$ cat src/rtl/sw_req_capture_pkg.sv
// Shared definitions for the switch/button request capture front-end.
// - DB_CYCLES_DEF : default debounce length (10 ms at 50 MHz)
// - MODE_LEVEL / MODE_STICKY : encodings of the 'mode' input
// - cnt_width()   : width of a counter that must reach cycles-1 without wrapping
package sw_req_capture_pkg;

    localparam int   DB_CYCLES_DEF = 500000;
    localparam logic MODE_LEVEL    = 1'b0;
    localparam logic MODE_STICKY   = 1'b1;

    function automatic int cnt_width(input int cycles);
        return $clog2(cycles) + 1;
    endfunction

endpackage

$ cat src/rtl/sw_req_capture_debounce_bit.sv
// Single-bit synchroniser + debouncer.
// Ports:
//   clk    in   system clock, all state on posedge
//   rst    in   synchronous active-high reset
//   sw_in  in   raw asynchronous switch level
//   stable out  debounced level (registered)
//   rise   out  combinational 0->1 indication, high for the one cycle after
//               'stable' rises; the parent registers it and feeds its sticky latch
module debounce_bit
    import sw_req_capture_pkg::*;
#(
    parameter int DB_CYCLES = DB_CYCLES_DEF
) (
    input  logic clk,
    input  logic rst,
    input  logic sw_in,
    output logic stable,
    output logic rise
);

    localparam int              CNT_W   = cnt_width(DB_CYCLES);
    localparam logic [CNT_W-1:0] CNT_MAX = CNT_W'(DB_CYCLES - 1);

    logic             s1_reg;
    logic             s2_reg;
    logic             stable_reg;
    logic             stable_d_reg;
    logic [CNT_W-1:0] cnt_reg;

    always_ff @(posedge clk) begin
        if (rst) begin
            s1_reg       <= 1'b0;
            s2_reg       <= 1'b0;
            stable_reg   <= 1'b0;
            stable_d_reg <= 1'b0;
            cnt_reg      <= '0;
        end else begin
            s1_reg       <= sw_in;
            s2_reg       <= s1_reg;
            stable_d_reg <= stable_reg;
            // Any sample that agrees with the accepted level restarts the
            // count, so only an uninterrupted run of DB_CYCLES differing
            // samples is accepted. The counter is cleared on acceptance and
            // therefore never wraps.
            if (s2_reg == stable_reg) begin
                cnt_reg <= '0;
            end else if (cnt_reg == CNT_MAX) begin
                stable_reg <= s2_reg;
                cnt_reg    <= '0;
            end else begin
                cnt_reg <= cnt_reg + CNT_W'(1);
            end
        end
    end

    assign stable = stable_reg;
    assign rise   = stable_reg & ~stable_d_reg;

endmodule

$ cat src/rtl/sw_req_capture.sv
// Front-end that turns raw switch/button inputs into a clean request vector
// for the downstream priority encoder.
// Ports:
//   clk        in   system clock
//   rst        in   synchronous active-high reset
//   sw_in      in   [WIDTH] raw asynchronous switch levels
//   mode       in   0 = level (req = debounced level), 1 = sticky latch of presses
//   clr        in   one-cycle pulse clearing the sticky latch
//   req        out  [WIDTH] registered request vector
//   req_valid  out  |req
//   rise_pulse out  [WIDTH] one-cycle pulse per accepted 0->1 transition
module sw_req_capture
    import sw_req_capture_pkg::*;
#(
    parameter int WIDTH     = 8,
    parameter int DB_CYCLES = DB_CYCLES_DEF
) (
    input  logic             clk,
    input  logic             rst,
    input  logic [WIDTH-1:0] sw_in,
    input  logic             mode,
    input  logic             clr,
    output logic [WIDTH-1:0] req,
    output logic             req_valid,
    output logic [WIDTH-1:0] rise_pulse
);

    logic [WIDTH-1:0] stable_vec;
    logic [WIDTH-1:0] rise_now;
    logic [WIDTH-1:0] sticky_reg;
    logic [WIDTH-1:0] sticky_next;
    logic [WIDTH-1:0] req_reg;
    logic [WIDTH-1:0] rise_pulse_reg;

    generate
        for (genvar gi = 0; gi < WIDTH; gi++) begin : g_db
            debounce_bit #(
                .DB_CYCLES(DB_CYCLES)
            ) u_db (
                .clk   (clk),
                .rst   (rst),
                .sw_in (sw_in[gi]),
                .stable(stable_vec[gi]),
                .rise  (rise_now[gi])
            );
        end
    endgenerate

    // A rise coinciding with clr survives the clear.
    always_comb begin
        sticky_next = (clr ? '0 : sticky_reg) | rise_now;
    end

    always_ff @(posedge clk) begin
        if (rst) begin
            sticky_reg     <= '0;
            req_reg        <= '0;
            rise_pulse_reg <= '0;
        end else begin
            // The latch keeps accumulating in level mode so a later switch
            // to sticky mode shows every press since the last clear.
            sticky_reg     <= sticky_next;
            rise_pulse_reg <= rise_now;
            req_reg        <= (mode == MODE_LEVEL) ? stable_vec : sticky_next;
        end
    end

    assign req        = req_reg;
    assign req_valid  = |req_reg;
    assign rise_pulse = rise_pulse_reg;

endmodule
$ cat config.mk
export PLATFORM = sky130hd
export DESIGN_NAME = sw_req_capture
export DESIGN_NICKNAME = d
export VERILOG_FILES = /design/src/rtl/sw_req_capture_pkg.sv /design/src/rtl/sw_req_capture_debounce_bit.sv /design/src/rtl/sw_req_capture.sv
export SDC_FILE = /design/constraint.sdc
export NUM_CORES = 1
export LEC_CHECK = 0
export CAP_MARGIN = 20
export CELL_PAD_IN_SITES_DETAIL_PLACEMENT = 2
export CELL_PAD_IN_SITES_GLOBAL_PLACEMENT = 2
export CORE_MARGIN = 2
export CORE_UTILIZATION = 42
export CTS_CLUSTER_DIAMETER = 150
export CTS_CLUSTER_SIZE = 30
export DETAILED_ROUTE_END_ITERATION = 10
export GPL_ROUTABILITY_DRIVEN = 0
export PLACE_DENSITY_LB_ADDON = 0.1
export SETUP_SLACK_MARGIN = 0.4
export SLEW_MARGIN = 0
export SYNTH_ARGS = -nofsm -noshare
export SYNTH_HDL_FRONTEND = slang
export SYNTH_HIERARCHICAL = 1
export SYNTH_SLANG_ARGS = --single-unit
export TNS_END_PERCENT = 1
$ cat constraint.sdc
create_clock -name clk -period 3.2 [get_ports clk]
set_input_delay 0.64 -clock clk [delete_from_list [all_inputs] [get_ports clk]]
set_output_delay 0.64 -clock clk [all_outputs]
set_load 0.03 [all_outputs]
[Yosys cells after proc, flatten, opt, wreduce, memory -nomap -nowiden]
Cells that the tools add are included.
Storage, ports and cells
  word-level logic and storage cells: 111
  output and inout port bits: 17
  input port bits: 12
  flip-flop bits (word level): 216
Operators by class
  $add $sub $neg: 8
  eq/ne operators: 16
  bitwise logic cells: 25
  mux-type cells: 2
  reduce and logical (&&, ||, !) cells: 17
Operators with widths (count)
  $add 20x1->20 const B: 8
  $eq 20x19->1 const B: 8
  $reduce_or 3->1: 8
  $mux 8: 2
  $not 1->1: 16
  $reduce_and 2->1: 8
  $and 1x1->1: 8
  $eq 1x1->1: 8
  $or 8x8->8: 1
  $reduce_or 8->1: 1

[Longest topological paths before layout]
Gate-level depths: netlist of run 1.
  depth after elaboration: 4
  mapped depth: 6
  gate-level depth less buffers: 5

[By module]
The synthesis of run 1 kept the hierarchy.
By module, submodules not included
  debounce_bit: seq. area each 480.5 um^2, cells each 111, area an instance 1033.5 um^2, instances 8
  sw_req_capture: seq. area each 480.5 um^2, cells each 79, area an instance 805.8 um^2, instances 1

[Worst setup path before layout of run 1]
No wires, ideal clock.
  kind: register -> register
  from: register g_db[0].u_db.cnt_reg[0]
  to: register g_db[0].u_db.cnt_reg[18]
  path slack: 1.495 ns
  data arrival time: 1.635 ns
  stages on the path, launching flop included: 6
  clock period less this slack: 1.705 ns
  required time: 3.130 ns
  path buffers: 0
  setup time: 0.070 ns
  path through: dfxtp_1 > ha_1 > nand4_1 > or4_1 > or3_1 > a21oi_1
Between the ends
  longest elaborated chain between the ends: 2
  elaborated cells on any way between the ends: 3
  those cells by class: 1 x add/sub; 1 x eq/ne; 1 x reduce/logical
Ends and longest elaborated chain
  start: declaration: line sw_req_capture_debounce_bit.sv:28  | logic [CNT_W-1:0] cnt_reg;
  start signal: assignment: line sw_req_capture_debounce_bit.sv:51  | cnt_reg <= cnt_reg + CNT_W'(1);
  branches (longest 2 deep; another with $add 20x1->20)
Several ways; the timed one is not identified.
A chain may end at the register's enable or synchronous reset.

[Worst setup path in the final report of run 1]
  from: register req_reg[0] (netlist: req[0])
  to: output req_valid
Between the ends
  longest elaborated chain between the ends: 1
Ends and longest elaborated chain
  start: declaration: line sw_req_capture.sv:32  | logic [WIDTH-1:0] req_reg;
  start signal: assignment: line sw_req_capture.sv:64  | req_reg <= (mode == MODE_LEVEL) ? stable_vec : sticky_next;
  $reduce_or 8->1: line sw_req_capture.sv:69  | assign req_valid = |req_reg;
  end: declaration: line sw_req_capture.sv:24  | output logic req_valid,
Every way passes these cells.

==> reports/metrics.cfg, run 1 <==
[place]
dp_hpwl_um = 15100
place_inst = 1263
dp_slack_ps = 1100
port_buffers = 28

[global_routing]
track_usage_pct = 19.3
grt_pass1_wl_um = 36400
antenna_found_initial = 0
grt_max_degree = 31
grt-ovfl-total = 0
grt_pass1_vias = 7359

[yosys]
yosysMostFrequentCell = dfxtp_1
synth.avg_cell_area_um2 = 9.38
synth_flop_cell = dfxtp_1
yosysTopAreaCellShare_pct = 47.7
synth_top_cells_by_count = 216 x dfxtp_1, 134 x nor2_1, 72 x xor2_1
synth_fp_nets = 987
synth-edff-count = 0
seq_area_frac_synth_pct = 47.7
synthCells = 967
async_reset_ff_share_pct = 0
syn-cell-area_um2 = 9070
yosys-top-cells-area = dfxtp_1 48%, xor2_1 6.9%, nor2_1 5.5%
yosysTopAreaCell = dfxtp_1
synth_seq_cells = 216
ys_types = 33
ys.warnings.count = 6

[setup_path]
path_cells = nor4_1, nand2_1, clkdlybuf4s50_1
crit_slowest_cell = clkdlybuf4s50_1
rr_endpoint = g_db[4].u_db/cnt_reg[8]
rr_startpoint = g_db[4].u_db/cnt_reg[15]
setup.worst_path.start_class = register
cp.arrival_ps = 2020
ff2ff_path_depth = 4
crit_family = buffers and inverters
cp.required_ps = 2560
critical_path_class = reg -> out
r2r_slack_ps = 1190
end_kind = output port
crit_buf_inv = 1
worst_path_largest_cell_delay_ps = 610
crit_fanout = 2

[clocking]
cts_setup_buffers = 0
clock-sinks = 216
clockBufferDepth = 3
cts_hold_buf = 0
clk_pin_slew_ps = 120
cts_tree = yes
cts_buffers = 11
clk-insertion-delay-late_ps = 470
cts_resized = 0
cts-root-buf = clkbuf_16
cts_max_level = 1

[routing]
route.antenna.remaining_nets = 0
drtIter0Drc = 267
drt_first_pass_iters = 4
routedWlPerCell_um = 16.9
vias = 7163
drc = 0
viasPerCell = 5.62
routed_wl_um = 21500

[final_layout]
antenna_cells = 0
largest_register_ffs = 160
fin_cells = 1275
synthToLayoutAreaGrowth_pct = 9.62
nets = 1021
drive_gt1_share_pct = 3.80

[sta]
finalClockSkew_ps = 31.6
setup_viol = 0
finalCritPeriodShare_pct = 83.2
fin_tns_setup_ps = 0
fin_ws_ps = 538
min_period_ps = 2660
maxSlewHeadroom_pct = 56.0
rsz0062_at_grt = false
final-hold-violation-count = 0
fmax_mhz = 376
slew_viol_final = 0
worst_slew_pin_slew_ps = 658

[die]
die_h_um = 151
core_um2 = 21100
dieArea_um2 = 22800
die-width_um = 151
pin_count = 29
core.rowCount = 53
start_util_pct = 43.0

[power]
powerDensity_nw_per_um2 = 438
p_seq_share_pct = 62.3
p_leak_nw = 2.97
p_sw_uw = 959
vdd_drop_max_mv = 0.396
intPower_mw = 3.39
clkPwrFrac_pct = 35.1
pwr-share-comb_pct = 2.6
switching_share_pct = 22.0

[hold_path]
hold_path.startpoint = g_db[6].u_db/s1_reg
min_to = g_db[6].u_db/s2_reg
hold_depth = 1
hp-class = reg -> reg

[run]
maxCapViolCount = 0

[outcome]
status = finished clean

## power by group through the flow
stage / Combinational (mW) / Sequential [mW] / Clock (mW)
2_1_floorplan: 0.0562 / 2.78 / 0
3_3_place_gp: 0.112 / 2.77 / 0
3_5_place_dp: 0.115 / 2.77 / 0
4_1_cts: 0.116 / 2.71 / 1.61
5_1_grt: 0.125 / 2.72 / 1.69
6_report: 0.113 / 2.71 / 1.53
## area by class of cell
| type | count | area, µm² |
|---|---|---|
| Multi-Input combinational cell | 723 | 4590 |
| Inverter | 16 | 60.1 |
| Clock inverter | 1 | 30.0 |
| Fill cell | 2296 | 11100 |
| Sequential cell | 216 | 4320 |
| Timing Repair Buffer | 33 | 325 |
| Tap cell | 275 | 344 |
| Clock buffer | 11 | 275 |
## how the worst max path moves through the flow
stage | start | cells after the start | to
final | req[0] | 3 | req_valid
after global routing | req[0] | 3 | req_valid
after CTS | req[0] | 3 | req_valid
after detailed placement | req[1] | 3 | req_valid
after global placement | req[1] | 3 | req_valid
after floorplan | g_db[0].u_db/cnt_reg[0] | 5 | g_db[0].u_db/cnt_reg[18]
## cells in the final DEF, fill, tap and decap left out, drive strengths merged, types with 11 or more instances in the layout
| master | count |
|---|---|
| a21oi | 56 |
| clkbuf | 11 |
| nand4 | 56 |
| nor2b | 40 |
| inv | 16 |
| xor2 | 72 |
| xnor2 | 32 |
| o31ai | 16 |
| clkdlybuf4s50 | 27 |
| nor2 | 136 |
| or3 | 24 |
| o21ai | 32 |
| dfxtp | 216 |
| nor4 | 26 |
| nand3 | 56 |
| or4 | 24 |
| nand2 | 41 |
| and4 | 32 |
## cell families after synthesis
group	count (synthesis)	share of synthesized area [%]
AND/OR/NAND/NOR	483	29.5
flip-flops	216	47.7
AO/OA/AOI/OAI	120	8.96
XOR/XNOR	104	10.0
buffers and inverters	28	1.78
multiplexers	8	0.993
adder cells (fa/ha/maj)	8	1.10
## routing by layer
| layer | share of wire [%] | routed length (µm) | up-vias | track usage [%] |
|---|---|---|---|---|
| li1 | - | - | 3544 | - |
| met1 | 48 | 10400 | 3549 | 26.4 |
| met2 | 48 | 10400 | 50 | 33.2 |
| met3 | 1.7 | 376 | 20 | 1.84 |
| met4 | 1.7 | 371 | 0 | 3.93 |
| met5 | 0 | 0 | - | 0 |
## per-stage QoR
step / power [mW] / instance area [µm²] / hold slack, ps / util, %
finish: 4.35 / 9950 / 449 / 47.2
floorplan: 2.84 / 9070 / 414 / -
global route: 4.54 / 9950 / 465 / 47.2
CTS: 4.44 / 9950 / 455 / 47.2
global placement: 2.89 / 9640 / 417 / 45.7
detailed placement: 2.89 / 9640 / 428 / 45.7
Power figures use the tool's default switching activity.
==> run 2: changes to the inputs <==
--- a/config.mk
+++ b/config.mk
@@ -9,7 +9,7 @@
 export CELL_PAD_IN_SITES_DETAIL_PLACEMENT = 2
 export CELL_PAD_IN_SITES_GLOBAL_PLACEMENT = 2
 export CORE_MARGIN = 2
-export CORE_UTILIZATION = 42
+export CORE_UTILIZATION = 39
 export CTS_CLUSTER_DIAMETER = 150
 export CTS_CLUSTER_SIZE = 30
 export DETAILED_ROUTE_END_ITERATION = 10
==> constraint.sdc (replaced) <==
create_clock -name clk -period 2.55 [get_ports clk]
set_input_delay 0.51 -clock clk [delete_from_list [all_inputs] [get_ports clk]]
set_output_delay 0.51 -clock clk [all_outputs]
set_load 0.03 [all_outputs]
==> reports/metrics.cfg, run 2 (synthesized netlist as in run 1, its figures left out) <==
[hold_path]
hold_depth = 2
hold_path.startpoint = rst
min_to = g_db[3].u_db/s2_reg
hp-class = in -> reg

[sta]
worst_slew_pin_slew_ps = 549
fmax_mhz = 470
finalClockSkew_ps = 29.3
final-hold-violation-count = 0
slew_viol_final = 0
finalCritPeriodShare_pct = 83.5
min_period_ps = 2130
setup_viol = 0
rsz0062_at_grt = true
fin_tns_setup_ps = 0
maxSlewHeadroom_pct = 63.3

[setup_path]
crit_fanout = 2
r2r_slack_ps = 530
crit_slowest_cell = clkdlybuf4s50_1
end_kind = output port
setup.worst_path.start_class = register
ff2ff_path_depth = 5
worst_path_largest_cell_delay_ps = 750
rr_startpoint = g_db[4].u_db/cnt_reg[0]
crit_buf_inv = 1
crit_family = buffers and inverters
cp.required_ps = 2040
rr_endpoint = g_db[4].u_db/cnt_reg[18]
cp.arrival_ps = 1620
critical_path_class = reg -> out
path_cells = clkdlybuf4s50_1

[die]
die-width_um = 157
start_util_pct = 40.0
core_um2 = 22700
pin_count = 29
dieArea_um2 = 24500
core.rowCount = 55
die_h_um = 157

[clocking]
clockBufferDepth = 3
clk_pin_slew_ps = 110
cts_buffers = 11
clk-insertion-delay-late_ps = 470
clock-sinks = 216
cts_hold_buf = 0
cts_max_level = 1
cts_setup_buffers = 0
cts_tree = yes
cts-root-buf = clkbuf_16

[global_routing]
use_met3_pct = 1.80
track_usage_pct = 18.4
grt-busiest-layer = met2
gr-usage-met2_pct = 33.5
grt_pass1_vias = 7551
grt_pass1_wl_um = 37600
antenna_found_initial = 0
grt_max_degree = 31
use_met1_pct = 23.9
grt-ovfl-total = 0

[final_layout]
fin_util_pct = 43.9
final_cell_mix = 216 x dfxtp_1, 134 x nor2_1, 72 x xor2_1
nets = 1022
final_common_cell = dfxtp_1
fin_cells = 1286
drive_gt1_share_pct = 4.00
synthToLayoutAreaGrowth_pct = 9.79
largest_register_ffs = 160
antenna_cells = 0

[routing]
drtIter0Drc = 268
routed_wl_um = 21700
viasPerCell = 5.59
drt_first_pass_iters = 4
routedWlPerCell_um = 16.9
route.antenna.remaining_nets = 0
drc = 0
vias = 7186

[place]
dp_hpwl_um = 15300
place_inst = 1274
port_buffers = 28

[power]
pwr-share-comb_pct = 2.6
powerDensity_nw_per_um2 = 549
clkPwrFrac_pct = 35.2
p_leak_nw = 2.99
p_seq_share_pct = 62.2
intPower_mw = 4.26
p_sw_mw = 1.21
switching_share_pct = 22.2
vdd_drop_max_mv = 0.632

[outcome]
status = finished clean

[run]
maxCapViolCount = 0

==> run 2: layer usage <==
layer,vias to the layer above,share of wire (%)
met3,17,1.4
met2,36,50
met4,0,1.3
met5,-,0
met1,3581,47
li1,3552,-
==> run 2: power by group through the flow <==
stage | registers (mW) | logic (mW) | clock network (mW)
after floorplan | 3.49 | 0.0705 | 0
after global placement | 3.48 | 0.143 | 0
after detailed placement | 3.48 | 0.145 | 0
after CTS | 3.41 | 0.144 | 2.04
after global routing | 3.41 | 0.155 | 2.16
final | 3.41 | 0.140 | 1.93
==> run 2: through the flow <==
step	area, µm²	hold slack [ps]	total power, mW	setup WS (ps)
6_report	9960	367	5.47	422
2_1_floorplan	9070	414	3.56	845
3_5_place_dp	9650	429	3.63	556
4_1_cts	9950	351	5.59	376
3_3_place_gp	9650	417	3.62	619
5_1_grt	9960	363	5.72	361
==> run 2: what timing repair did <==
action                                 CTS  global route
endpoints found under the hold margin    0             0
resized for setup                        1             2
cloned                                   0             0
setup endpoints to repair                3             5
==> run 2: layout make-up <==
class                      count  area [µm²]
clock inverter                 1        30.0
sequential                   216        4320
multi-input combinational    723        4590
timing repair buffer          34         322
fill                        2524       12700
tap                          285         357
clock buffer                  11         275
inverter                      16        60.1
==> run 2: how the worst max path moves through the flow <==
stage                                  start                  endpoint  slack (ps)  cells after the start
detailed placement  g_db[7].u_db/cnt_reg[15]   g_db[7].u_db/cnt_reg[2]         560                      4
global route                          req[6]                    req[6]         360                      1
finish                                req[6]                    req[6]         420                      1
floorplan            g_db[0].u_db/cnt_reg[0]  g_db[0].u_db/cnt_reg[18]         840                      5
CTS                                   req[6]                    req[6]         380                      1
global placement    g_db[1].u_db/cnt_reg[15]   g_db[1].u_db/cnt_reg[2]         620                      4
==> run 3: changes to the inputs <==
--- a/config.mk
+++ b/config.mk
@@ -9,7 +9,7 @@
 export CELL_PAD_IN_SITES_DETAIL_PLACEMENT = 2
 export CELL_PAD_IN_SITES_GLOBAL_PLACEMENT = 2
 export CORE_MARGIN = 2
-export CORE_UTILIZATION = 39
+export CORE_UTILIZATION = 35
 export CTS_CLUSTER_DIAMETER = 150
 export CTS_CLUSTER_SIZE = 30
 export DETAILED_ROUTE_END_ITERATION = 10
==> constraint.sdc (replaced) <==
create_clock -name clk -period 1.7 [get_ports clk]
set_input_delay 0.34 -clock clk [delete_from_list [all_inputs] [get_ports clk]]
set_output_delay 0.34 -clock clk [all_outputs]
set_load 0.03 [all_outputs]
==> reports/metrics.cfg, run 3 (synthesized netlist as in run 1, its figures left out) <==
[outcome]
status = complete, but fails checks
violations = negative setup slack

[sta]
min_period_ps = 1710
holdWs_ps = 234
worst_slew_pin_slew_ps = 444
fmax_mhz = 584
setup_viol = 2
finalClockSkew_ps = 31.0
fin_ws_ps = -11.2
finalCritPeriodShare_pct = 101
rsz0062_at_grt = true
slew_viol_final = 0
final-hold-violation-count = 0
maxSlewHeadroom_pct = 70.2

[routing]
drc = 0
routedWlPerCell_um = 16.8
routed_wl_um = 24700
drtIter0Drc = 207
viasPerCell = 5.26
vias = 7728
drt_first_pass_iters = 4
route.antenna.remaining_nets = 0

[hold_path]
hp-class = in -> reg

[setup_path]
r2r_slack_ps = -10
ff2ff_path_depth = 5
cp.arrival_ps = 2130
rr_endpoint = g_db[0].u_db/cnt_reg[18]
crit_fanout = 4
setup.worst_path.start_class = register
cp.required_ps = 2120
critical_path_class = reg -> reg
end_kind = register
rr_startpoint = g_db[0].u_db/cnt_reg[1]
startpoint = g_db[0].u_db/cnt_reg[1]
cp-endpoint = g_db[0].u_db/cnt_reg[18]

[final_layout]
nFillCells = 2654
fin_util_pct = 47.3
synthToLayoutAreaGrowth_pct = 32.0
final_cell_mix = 130 x buf_4, 106 x dfxtp_1, 99 x nor2_1
antenna_cells = 0
largest_register_ffs = 160
final_common_cell = buf_4
nets = 1160
drive_gt1_share_pct = 35.4

[global_routing]
grt_max_degree = 31
grt_pass1_wl_um = 41400
grt_pass1_vias = 8387
grt-ovfl-total = 0
track_usage_pct = 18.3
antenna_found_initial = 1

[die]
core.rowCount = 58
die_h_um = 165
start_util_pct = 35.8
core_um2 = 25300
dieArea_um2 = 27200
pin_count = 29
die-width_um = 165

[clocking]
cts_hold_buf = 0
clockBufferDepth = 3
cts_max_level = 1
clk-insertion-delay-late_ps = 470
cts-root-buf = clkbuf_16
cts_tree = yes
clk_pin_slew_ps = 120
clock-sinks = 216
cts_buffers = 11

[power]
vdd_drop_max_mv = 0.638
p_leak_nw = 3.86
total_power_mw = 8.28
powerDensity_nw_per_um2 = 691

[place]
dp_slack_ps = -39.6
dp_hpwl_um = 17900
port_buffers = 28

[run]
maxCapViolCount = 0

run 3: changes by cell type in the layout (fill, tap and decap cells not counted), sizes merged:
cell,change
dlymetal6s2s,-1
clkdlybuf4s50,-15
buf,+146
dlygate4sd2,+6
clkbuf,+2
run 3: report_power, final:
| part | internal, mW | switching [mW] |
|---|---|---|
| registers | 5.07 | 0.0272 |
| clock network | 1.21 | 1.69 |
| logic | 0.128 | 0.149 |
| total | 6.41 | 1.87 |
run 3: cell type report:
| cell class | count | area (µm²) | area share, % |
|---|---|---|---|
| clock buffer | 11 | 275 | 2.30 |
| clock inverter | 1 | 30.0 | 0.251 |
| inverter | 16 | 60.1 | 0.501 |
| multi-input combinational | 723 | 5210 | 43.5 |
| sequential | 216 | 4500 | 37.6 |
| tap | 330 | 413 | 3.45 |
| timing repair buffer | 172 | 1490 | 12.4 |
run 3: through the flow:
step | TNS (ps) | instance area [µm²] | std cells
floorplan | 0 | 9250 | 967
global placement | 0 | 10900 | 1454
detailed placement | -39.6 | 10900 | 1454
CTS | -107 | 11500 | 1466
global route | -553 | 12000 | 1469
finish | -22.3 | 12000 | 1469
run 3: how the worst min path moves through the flow:
stage,start,to,cells past startpoint,slack [ps]
2_1_floorplan,rst,g_db[0].u_db/s1_reg,1,410
3_3_place_gp,g_db[3].u_db/s1_reg,g_db[3].u_db/s2_reg,1,420
3_5_place_dp,g_db[7].u_db/s1_reg,g_db[7].u_db/s2_reg,1,430
4_1_cts,rst,g_db[0].u_db/s1_reg,3,220
5_1_grt,rst,g_db[4].u_db/s1_reg,3,230
6_report,rst,req[3],3,230
run 3: layer usage:
layer / global-route usage [%] / up-vias / routed length, µm
met3: 1.98 / 18 / 421
met2: 34.3 / 37 / 12800
met4: 2.85 / 2 / 265
li1: - / 3819 / -
met1: 23.0 / 3852 / 11200
met5: 0 / - / 12
run 3: timing repair:
item	in CTS	in global routing
gates resized for setup	150	165
setup endpoints to repair	177	177
pin swaps	39	42
setup buffers	0	3
run 3: critical path: stages (launching register included):
cell and delay (ps):
dfxtp_4 400, ha_4 150, nand4_1 120, or4_4 540
or3_4 340, a21oi_2 110
